**config.mk**
```make
export PLATFORM = sky130hd
export DESIGN_NAME = trap_ctrl
export DESIGN_NICKNAME = d
export VERILOG_FILES = /design/src/rtl/trap_pkg.sv /design/src/rtl/trap_irq_arbiter.sv /design/src/rtl/trap_ctrl.sv
export SDC_FILE = /design/constraint.sdc
export NUM_CORES = 1
export LEC_CHECK = 0
export ABC_AREA = 1
export CORE_MARGIN = 2
export CORE_UTILIZATION = 35
export CTS_BUF_LIST = sky130_fd_sc_hd__clkbuf_8
export CTS_CLUSTER_DIAMETER = 120
export CTS_CLUSTER_SIZE = 20
export DETAILED_ROUTE_END_ITERATION = 6
export DONT_BUFFER_PORTS = 1
export MAX_ROUTING_LAYER = met4
export PLACE_DENSITY = 0.55
export RECOVER_POWER = 50
export SETUP_SLACK_MARGIN = 0.05
export SLEW_MARGIN = 20
export SYNTH_ARGS = -nofsm -noshare
export SYNTH_HDL_FRONTEND = slang
export SYNTH_SLANG_ARGS = --single-unit
```
**constraint.sdc**
```tcl
create_clock -name clk_i -period 2.1 [get_ports clk_i]
set_input_delay 0.315 -clock clk_i [delete_from_list [all_inputs] [get_ports clk_i]]
set_output_delay 0.315 -clock clk_i [all_outputs]
set_load 0.05 [all_outputs]
```
**src/rtl/trap_pkg.sv**
```systemverilog
// rtl/trap_pkg.sv - shared cause codes, exception bit indexes and FSM states for the trap controller
package trap_pkg;

  typedef enum logic [1:0] {
    ST_IDLE     = 2'd0,
    ST_COMMIT   = 2'd1,
    ST_REDIRECT = 2'd2
  } trap_state_e;

  localparam int EXC_INST_MIS = 0;
  localparam int EXC_ILLEGAL  = 1;
  localparam int EXC_EBREAK   = 2;
  localparam int EXC_ECALL    = 3;
  localparam int EXC_LD_MIS   = 4;
  localparam int EXC_ST_MIS   = 5;

  localparam logic [4:0] CAUSE_INST_MIS = 5'd0;
  localparam logic [4:0] CAUSE_ILLEGAL  = 5'd2;
  localparam logic [4:0] CAUSE_EBREAK   = 5'd3;
  localparam logic [4:0] CAUSE_LD_MIS   = 5'd4;
  localparam logic [4:0] CAUSE_ST_MIS   = 5'd6;
  localparam logic [4:0] CAUSE_ECALL    = 5'd11;

  localparam logic [4:0] IRQ_MSI       = 5'd3;
  localparam logic [4:0] IRQ_MTI       = 5'd7;
  localparam logic [4:0] IRQ_MEI       = 5'd11;
  localparam logic [4:0] IRQ_PLAT_BASE = 5'd16;

  localparam logic [1:0] MTVEC_VECTORED = 2'b01;

endpackage

```
**src/rtl/trap_irq_arbiter.sv**
```systemverilog
// rtl/trap_irq_arbiter.sv - interrupt pending latches, enable masking and fixed-priority pick
module trap_irq_arbiter
  import trap_pkg::*;
#(
  parameter int                      XLEN         = 32,
  parameter int                      NUM_PLAT_IRQ = 4,
  parameter logic [NUM_PLAT_IRQ-1:0] IRQ_EDGE     = '0
) (
  input  logic                    clk_i,
  input  logic                    rst_i,
  input  logic                    meip_i,
  input  logic                    mtip_i,
  input  logic                    msip_i,
  input  logic [NUM_PLAT_IRQ-1:0] plat_irq_i,
  input  logic                    mstatus_mie_i,
  input  logic [XLEN-1:0]         mie_i,
  input  logic                    clear_i,
  output logic                    take_o,
  output logic [4:0]              code_o
);

  logic [NUM_PLAT_IRQ-1:0] r_plat_prev;
  logic [NUM_PLAT_IRQ-1:0] r_edge_pend;
  logic [NUM_PLAT_IRQ-1:0] w_plat_pend;
  logic [NUM_PLAT_IRQ-1:0] w_plat_clr;
  logic [XLEN-1:0]         w_pend_vec;
  logic [XLEN-1:0]         w_act;

  always_comb begin
    w_plat_pend = '0;
    for (int i = 0; i < NUM_PLAT_IRQ; i++) begin
      w_plat_pend[i] = IRQ_EDGE[i] ? r_edge_pend[i] : plat_irq_i[i];
    end
  end

  // Pending lines are placed at their cause-code bit so mie_i masks them directly.
  always_comb begin
    w_pend_vec          = '0;
    w_pend_vec[IRQ_MEI] = meip_i;
    w_pend_vec[IRQ_MSI] = msip_i;
    w_pend_vec[IRQ_MTI] = mtip_i;
    for (int i = 0; i < NUM_PLAT_IRQ; i++) begin
      w_pend_vec[int'(IRQ_PLAT_BASE) + i] = w_plat_pend[i];
    end
  end

  assign w_act  = w_pend_vec & mie_i & {XLEN{mstatus_mie_i}};
  assign take_o = |w_act;

  always_comb begin
    code_o = '0;
    if (w_act[IRQ_MEI]) begin
      code_o = IRQ_MEI;
    end else if (w_act[IRQ_MSI]) begin
      code_o = IRQ_MSI;
    end else if (w_act[IRQ_MTI]) begin
      code_o = IRQ_MTI;
    end else begin
      for (int i = NUM_PLAT_IRQ - 1; i >= 0; i--) begin
        if (w_act[int'(IRQ_PLAT_BASE) + i]) code_o = IRQ_PLAT_BASE + 5'(i);
      end
    end
  end

  always_comb begin
    w_plat_clr = '0;
    for (int i = 0; i < NUM_PLAT_IRQ; i++) begin
      w_plat_clr[i] = clear_i && (code_o == IRQ_PLAT_BASE + 5'(i));
    end
  end

  // A fresh rising edge in the same cycle as the clear keeps the line pending.
  always_ff @(posedge clk_i) begin
    if (!rst_i) begin
      r_plat_prev <= '0;
      r_edge_pend <= '0;
    end else begin
      r_plat_prev <= plat_irq_i;
      r_edge_pend <= ((r_edge_pend & ~w_plat_clr) | (plat_irq_i & ~r_plat_prev)) & IRQ_EDGE;
    end
  end

endmodule

```
**src/rtl/trap_ctrl.sv**
```systemverilog
// rtl/trap_ctrl.sv - machine-mode trap controller: arbitration, CSR commit sequencing and fetch redirect
module trap_ctrl
  import trap_pkg::*;
#(
  parameter int                      XLEN         = 32,
  parameter int                      NUM_PLAT_IRQ = 4,
  parameter logic [NUM_PLAT_IRQ-1:0] IRQ_EDGE     = '0,
  parameter int                      VECTORED     = 1
) (
  input  logic                    clk_i,
  input  logic                    rst_i,
  input  logic                    wb_valid_i,
  input  logic [XLEN-1:0]         pc_i,
  input  logic [31:0]             instruction_i,
  input  logic [XLEN-1:0]         mem_addr_i,
  input  logic [5:0]              exc_i,
  input  logic                    mret_i,
  input  logic                    xint_meip_i,
  input  logic                    xint_mtip_i,
  input  logic                    xint_msip_i,
  input  logic [NUM_PLAT_IRQ-1:0] plat_irq_i,
  input  logic                    mstatus_mie_i,
  input  logic [XLEN-1:0]         mie_i,
  input  logic [XLEN-1:0]         mtvec_i,
  input  logic [XLEN-1:0]         mepc_i,
  output logic                    kill_wb_o,
  output logic                    busy_o,
  output logic                    flush_o,
  output logic                    csr_we_o,
  output logic [XLEN-1:0]         mcause_o,
  output logic [XLEN-1:0]         mepc_o,
  output logic [XLEN-1:0]         mtval_o,
  output logic                    trap_enter_o,
  output logic                    trap_ret_o,
  output logic                    redirect_valid_o,
  output logic [XLEN-1:0]         redirect_pc_o,
  input  logic                    redirect_ready_i
);

  trap_state_e     r_state, w_state_nxt;
  logic [XLEN-1:0] r_cause, r_mtval, r_mepc, r_target;
  logic            r_ret_first;

  logic            w_irq_take;
  logic [4:0]      w_irq_code;
  logic            w_idle_evt, w_take_irq, w_take_exc, w_take_mret;
  logic [XLEN-1:0] w_base, w_cause, w_mtval, w_target;

  trap_irq_arbiter #(
    .XLEN         (XLEN),
    .NUM_PLAT_IRQ (NUM_PLAT_IRQ),
    .IRQ_EDGE     (IRQ_EDGE)
  ) u_arb (
    .clk_i         (clk_i),
    .rst_i         (rst_i),
    .meip_i        (xint_meip_i),
    .mtip_i        (xint_mtip_i),
    .msip_i        (xint_msip_i),
    .plat_irq_i    (plat_irq_i),
    .mstatus_mie_i (mstatus_mie_i),
    .mie_i         (mie_i),
    .clear_i       (w_take_irq),
    .take_o        (w_irq_take),
    .code_o        (w_irq_code)
  );

  assign w_idle_evt  = rst_i && (r_state == ST_IDLE) && wb_valid_i;
  assign w_take_irq  = w_idle_evt && w_irq_take;
  assign w_take_exc  = w_idle_evt && !w_irq_take && (|exc_i);
  assign w_take_mret = w_idle_evt && !w_irq_take && !(|exc_i) && mret_i;
  assign w_base      = {mtvec_i[XLEN-1:2], 2'b00};

  always_comb begin
    w_cause = '0;
    w_mtval = '0;
    if (w_irq_take) begin
      w_cause[XLEN-1] = 1'b1;
      w_cause[4:0]    = w_irq_code;
    end else if (exc_i[EXC_INST_MIS]) begin
      w_cause[4:0] = CAUSE_INST_MIS;
      w_mtval      = pc_i;
    end else if (exc_i[EXC_ILLEGAL]) begin
      w_cause[4:0] = CAUSE_ILLEGAL;
      w_mtval      = XLEN'(instruction_i);
    end else if (exc_i[EXC_EBREAK]) begin
      w_cause[4:0] = CAUSE_EBREAK;
      w_mtval      = pc_i;
    end else if (exc_i[EXC_ECALL]) begin
      w_cause[4:0] = CAUSE_ECALL;
    end else if (exc_i[EXC_LD_MIS]) begin
      w_cause[4:0] = CAUSE_LD_MIS;
      w_mtval      = mem_addr_i;
    end else if (exc_i[EXC_ST_MIS]) begin
      w_cause[4:0] = CAUSE_ST_MIS;
      w_mtval      = mem_addr_i;
    end
  end

  // Only interrupts are vectored; exceptions always land on the masked base.
  always_comb begin
    w_target = w_base;
    if (w_irq_take && (VECTORED != 0) && (mtvec_i[1:0] == MTVEC_VECTORED)) begin
      w_target = w_base + (XLEN'(w_irq_code) << 2);
    end else if (!w_irq_take && !(|exc_i) && mret_i) begin
      w_target = mepc_i;
    end
  end

  always_comb begin
    w_state_nxt      = r_state;
    kill_wb_o        = 1'b0;
    busy_o           = 1'b0;
    flush_o          = 1'b0;
    csr_we_o         = 1'b0;
    trap_enter_o     = 1'b0;
    trap_ret_o       = 1'b0;
    redirect_valid_o = 1'b0;
    if (rst_i) begin
      unique case (r_state)
        ST_IDLE: begin
          if (w_take_irq || w_take_exc || w_take_mret) begin
            kill_wb_o   = 1'b1;
            flush_o     = 1'b1;
            w_state_nxt = w_take_mret ? ST_REDIRECT : ST_COMMIT;
          end
        end
        ST_COMMIT: begin
          busy_o       = 1'b1;
          flush_o      = 1'b1;
          csr_we_o     = 1'b1;
          trap_enter_o = 1'b1;
          w_state_nxt  = ST_REDIRECT;
        end
        ST_REDIRECT: begin
          busy_o           = 1'b1;
          flush_o          = 1'b1;
          redirect_valid_o = 1'b1;
          trap_ret_o       = r_ret_first;
          if (redirect_ready_i) w_state_nxt = ST_IDLE;
        end
        default: w_state_nxt = ST_IDLE;
      endcase
    end
  end

  always_ff @(posedge clk_i) begin
    if (!rst_i) begin
      r_state     <= ST_IDLE;
      r_cause     <= '0;
      r_mtval     <= '0;
      r_mepc      <= '0;
      r_target    <= '0;
      r_ret_first <= 1'b0;
    end else begin
      r_state     <= w_state_nxt;
      r_ret_first <= w_take_mret;
      if (w_take_irq || w_take_exc || w_take_mret) begin
        r_cause  <= w_cause;
        r_mtval  <= w_mtval;
        r_mepc   <= pc_i;
        r_target <= w_target;
      end
    end
  end

  assign mcause_o      = r_cause;
  assign mepc_o        = r_mepc;
  assign mtval_o       = r_mtval;
  assign redirect_pc_o = r_target;

endmodule

```
# After elaboration in Yosys (flattened, before gate mapping)

Index checks and enable logic that the tools add are counted.
W data, S select, Z words.

Register bits after elaboration: 105
Memories: 0
Bits in read-only memories: 0
Bits in latches: 0
Output and inout bits: 135
Input bits: 211
RAM bits: 0

Add/sub/neg operators: 1
Shifts and indexed selects: 0
Eq/ne operators: 5
Reductions and logical operators: 19
Div/mod/pow operators: 0
Multiply operators: 0
Multiplexer cells: 41
$lt $le $gt $ge: 0
Bitwise gates (word level): 2

Operators with widths:

| cell                 | count |
|---|---|
| $mux W32             | 9 |
| $mux W5              | 8 |
| $add A32 B7 Y32      | 1 |
| $and A20 B32 Y32     | 1 |
| $and A32 B32 Y32     | 1 |
| $reduce_or A32 Y1    | 1 |
| $mux W4              | 4 |
| $mux W1              | 13 |
| $logic_and A1 B1 Y1  | 10 |
| $mux W2              | 3 |
| $mux W3              | 2 |
| $pmux W2 S3          | 1 |
| $reduce_or A6 Y1     | 1 |
| $eq A2 B1 Y1 const B | 2 |
| $eq A2 B2 Y1 const B | 1 |
| $logic_not A1 Y1     | 2 |
| $logic_not A2 Y1     | 1 |
| $logic_or A1 B1 Y1   | 2 |
| $ne A2 B1 Y1 const B | 1 |
| $ne A2 B2 Y1 const B | 1 |
| $pmux W1 S2          | 1 |
| $reduce_and A2 Y1    | 1 |
| $reduce_or A2 Y1     | 1 |

# Longest topological paths before layout

Depth after elaboration: 11
Gate-level depth with buffers: 18

# By module

Synthesis repeated with hierarchy kept, for this count alone.

Cells, all modules: 1147
Area total of the unflattened synthesis: 6942.9 um2

Modules (own cells, without submodules):

| module           | times used | area an instance (um2) | cells an instance | seq. area each (um2) |
|---|---|---|---|---|
| trap_ctrl        | 1          | 6834.1                 | 1122              | 2102.0 |
| trap_irq_arbiter | 1          | 108.9                  | 25                | 0.0 |

# Worst setup path after synthesis

OpenSTA, ideal clock, no wires.

Kind: reg-to-output
Start: register r_state[0]
End: output flush_o
Arrival time: 1.916 ns
Slack: -0.131 ns
Cell stages (with the launch flop): 9
Required time: 1.785 ns
Cell sequence: dfxtp_1 inv_1 ha_1 nand3_1 inv_1 nand2_4 buf_8 buf_4 a21oi_1

Longest elaborated chain between the ends: 10

Ends and longest elaborated chain:

| element                                                   | line                              | source |
|---|---|---|
| start, declared                                           | trap_ctrl.sv:40                   | `trap_state_e r_state, w_state_nxt;` |
| start signal, assigned                                    | trap_ctrl.sv:155                  | `r_state <= w_state_nxt;` |
| $logic_not A2 Y1                                          | trap_ctrl.sv:67, trap_ctrl.sv:119 |  |
| $logic_and A1 B1 Y1 (2 in a row)                          | trap_ctrl.sv:67                   | `assign w_idle_evt = rst_i && (r_state == ST_IDLE) && wb_valid_i;` |
| $logic_and A1 B1 Y1                                       | trap_ctrl.sv:69, trap_ctrl.sv:70  |  |
| $logic_and A1 B1 Y1, on equally long branches             | trap_ctrl.sv:69, trap_ctrl.sv:70  |  |
| $logic_or A1 B1 Y1 or $logic_and A1 B1 Y1 (tied branches) | trap_ctrl.sv:121, trap_ctrl.sv:70 |  |
| $logic_or A1 B1 Y1                                        | trap_ctrl.sv:121                  | `if (w_take_irq \|\| w_take_exc \|\| w_take_mret) begin` |
| $mux W1                                                   | trap_ctrl.sv:121                  |  |
| $pmux W1 S2 (*)                                           | trap_ctrl.sv:119                  | `unique case (r_state)` |
| $mux W1 (*)                                               | trap_ctrl.sv:118                  | `if (rst_i) begin` |
| end, declared                                             | trap_ctrl.sv:28                   | `output logic flush_o,` |

Mark *: on every way between the ends. The rest lies on a longest branch, timed or not.

# Worst setup path after layout

Start: input xint_msip_i
End: register r_target[22], in the netlist redirect_pc_o[22]

Longest elaborated chain between the ends: 8

Ends and longest elaborated chain:

| element                                                 | line                   | source |
|---|---|---|
| start, declared                                         | trap_ctrl.sv:20        | `input logic xint_msip_i,` |
| $and A20 B32 Y32 (*)                                    | trap_irq_arbiter.sv:47 | `assign w_act = w_pend_vec & mie_i & {XLEN{mstatus_mie_i}};` |
| $and A32 B32 Y32 (*)                                    | trap_irq_arbiter.sv:47 |  |
| branches (longest 6 deep; another with $add A32 B7 Y32) | n/a                    |  |
| end signal, assigned                                    | trap_ctrl.sv:161       | `r_target <= w_target;` |
| end, declared                                           | trap_ctrl.sv:41        | `logic [XLEN-1:0] r_cause, r_mtval, r_mepc, r_target;` |

Every way passes the cells marked *.
A chain may end at the register's enable or synchronous reset.

==> impl_metrics.csv <==
group,metric,value,unit
status,status,"finished, final reports clean",
sta,slew_viol_final,0,
place,dpl.hpwl,19.0,mm
sta,max_slew_margin,0.598,
synthesis,ys_async_sr_fraction,0,
critical_path,crit_top_cell,"nand3_1",
clock_tree,numCtsBuffers,9,
global_routing,track_usage,0.239,
synthesis,synth_seq_cells,105,
global_routing,grt_pass1_wl,37.0,mm
synthesis,yosys.area.top_type,"dfxtp_1",
sta,fin_crit,1.92,ns
sta,tightest_slew,0.602,ns
power,vdd_drop_max,0.399,mV
sta,rsz0062_at_grt,"true",
route,num_vias,7310,
synthesis,seq_area_frac_synth,0.305,
floorplanning,ios,346,
sta,setup_viol_count_final,0,
global_routing,grt_max_degree,105,
critical_path,max_stage_delay,0.43,ns
route,finalWirelength,25.6,mm
route,firstDrtPassIters,5,
cells_and_area,nNetsFinal,1332,
synthesis,synth_edf_count,0,
sta,finalHoldViolations,0,
clock_tree,clock_path_buffers,2,
power,power,7.01,mW
route,wl_per_cell,18.5,um
hold_path,hp-class,"primary input to register",
sta,fmax,0.522,GHz
floorplanning,dieArea,20900,um^2
critical_path,crit_chain,"nand3_1 -> nand2_2 -> nor2_4 -> nand2_2 -> ha_2 -> fa_2 -> nand2_1 -> nand3_2 -> nand3_2 -> nand2_4 -> nand3_1 -> nand2_1 -> nand3_1 -> nand3_1 -> nand2_1 -> inv_1",
sta,fin_crit_sh,0.912,
synthesis,synth_area,6900,um^2
place,portBuffers,0,
synthesis,synthFlopType,"dfxtp_1",
synthesis,synth_cells,1118,
floorplanning,coreArea,19400,um^2
critical_path,cp_data_required_time,2.40,ns
cells_and_area,final_layout_size_suffix_gt1_frac,0.0923,
synthesis,yosys.cell_count.top_type,"nand2_1",
sta,clock_skew,0.0137,ns
synthesis,yosysTopAreaCellShare,0.305,
critical_path,crit_path_top_delay_cell,"fa_2",
global_routing,grt_pass1_vias,6664,
run,maxCapViolCount,0,
critical_path,cp-start-kind,"primary input",
clock_tree,cts.reportedPaths.clkPinSlew,0.12,ns
synthesis,synth_commonest_cells,"361 x nand2_1, 209 x nand3_1, 105 x dfxtp_1",
critical_path,end_kind,"register",
place,gp_congestion,0.872,
global_routing,antenna_found_initial,0,
sta,worst_hold_slack,0.0229,ns
route,drc,0,
power,power_density,931,nW/um^2
synthesis,ys_top_cells_by_area,"dfxtp_1 30%, nand2_1 20%, nand3_1 15%",
route,viasPerCell,5.29,
route,drt-initial-drc-count,503,
critical_path,crit_fanout,7,
clock_tree,htreeDepth,3,
clock_tree,cts_tree,"yes",
clock_tree,root_buffer,"clkbuf_8",
route,drtAntennaViolNets,0,
cells_and_area,antenna-diode-count,0,
floorplanning,placement_rows,51,
global_routing,overflow,0,
floorplanning,die_y,144,um
synthesis,yosys_warnings,0,
clock_tree,cts_sinks,105,
synthesis,syn_avg_cell_area,6.17,um^2
floorplanning,start_util,0.356,
floorplanning,die_w,144,um
critical_path,path_class,"primary input to register",
cells_and_area,area_delta_synth_final,9.18,%
critical_path,worstPathArrival,2.22,ns
power,leakage,3.58,nW
synthesis,yosysUniqueCellTypes,36,
clock_tree,insertion_delay,0.40,ns
## metrics by stage
step / std cells / TNS, ns / cell area, um^2 / util / setup slack (ns)
finish: 1381 / 0 / 7530 / 0.388 / 0.185
global route: 1381 / 0 / 7530 / 0.388 / 0.0399
CTS: 1380 / 0 / 7470 / 0.385 / 0.0637
detailed placement: 1361 / -4.72 / 7200 / 0.371 / -0.318
global placement: 1361 / -4.03 / 7200 / 0.371 / -0.288
floorplan: 1143 / 0 / 7020 / - / 0.0483
## kinds of logic after synthesis
logic type,count (synthesis),synth area share
AOI/OAI and AO/OA,155,0.126
adders and majority gates,10,0.0192
DFF,105,0.305
and+or+nand+nor,654,0.411
buffers and inverters,190,0.134
other,1,0.000544
xor gates and xnor gates,3,0.00381
## power breakdown
group          switching [mW]  total (mW)  internal, mW
clock                   0.818        1.39         0.576
combinational            1.20        1.83         0.631
sequential               1.44        3.79          2.34
## worst max-delay path, delay by kind of cell
kind	cells	cell delay (ns)
simple gates	13	1.24
buf+inv	1	0.03
fa+ha+maj	2	0.62
## path summary, 6_finish.rpt
check,from,end,slack (ns),cells after the start
max reg2reg,r_state[1]$_SDFFE_PN0P_,redirect_pc_o[20]$_SDFFE_PN0N_,0.38,10
min reg2reg,r_state[0]$_SDFFE_PN0P_,r_state[0]$_SDFFE_PN0P_,0.55,2
max,xint_msip_i,redirect_pc_o[22]$_SDFFE_PN0N_,0.18,16
min,pc_i[15],mepc_o[15]$_SDFFE_PN0N_,0.02,2
## repair_timing
item / 4_1_cts / 5_1_grt
gates cloned: 1 / 0
hold endpoints to repair: 1 / 0
pin swaps: 0 / 4
gates resized for setup: 3 / 18
setup buffers: 1 / 1
hold buffers: 1 / 0
setup endpoints to repair: 2 / 17
## state kept, by name, indices dropped and copies added (netlist names)
register	count
mcause_o	6
mepc_o	32
mtval_o	32
r_ret_first	1
r_state	2
redirect_pc_o	32
## layout by cell type, fill, tap and decap left out, types with 2 or more instances in the layout
cell type	instances
a21oi_1	30
a21oi_2	2
a31oi_1	32
buf_12	5
buf_4	42
clkbuf_8	9
clkinv_4	2
conb_1	26
dfxtp_1	104
ha_1	7
inv_1	92
inv_2	3
nand2_1	353
nand2_2	9
nand3_1	206
nand3_2	4
nand4_1	9
nand4_2	2
nor2_1	50
nor2_2	3
nor2_4	5
nor3_1	6
o211ai_1	6
o21ai_0	16
o21ai_1	35
o21ai_2	2
o22ai_1	32
or2_2	2
xor2_1	3
## routing by layer
metal / wire (um) / track usage / up-vias
li1: - / - / 3618
met1: 10200 / 0.281 / 3321
met2: 12600 / 0.406 / 331
met3: 2150 / 0.0553 / 40
met4: 611 / 0.0756 / 0
met5: 0 / - / -
## area by class of cell
class,count,area (um^2)
timing repair buffer,51,473
clock inverter,7,87.6
fill,2154,11900
multi-input combinational,848,4050
tap,265,332
clock buffer,9,124
sequential,105,2100
inverter,96,363
No activity file was read; power rests on OpenSTA's default activity.
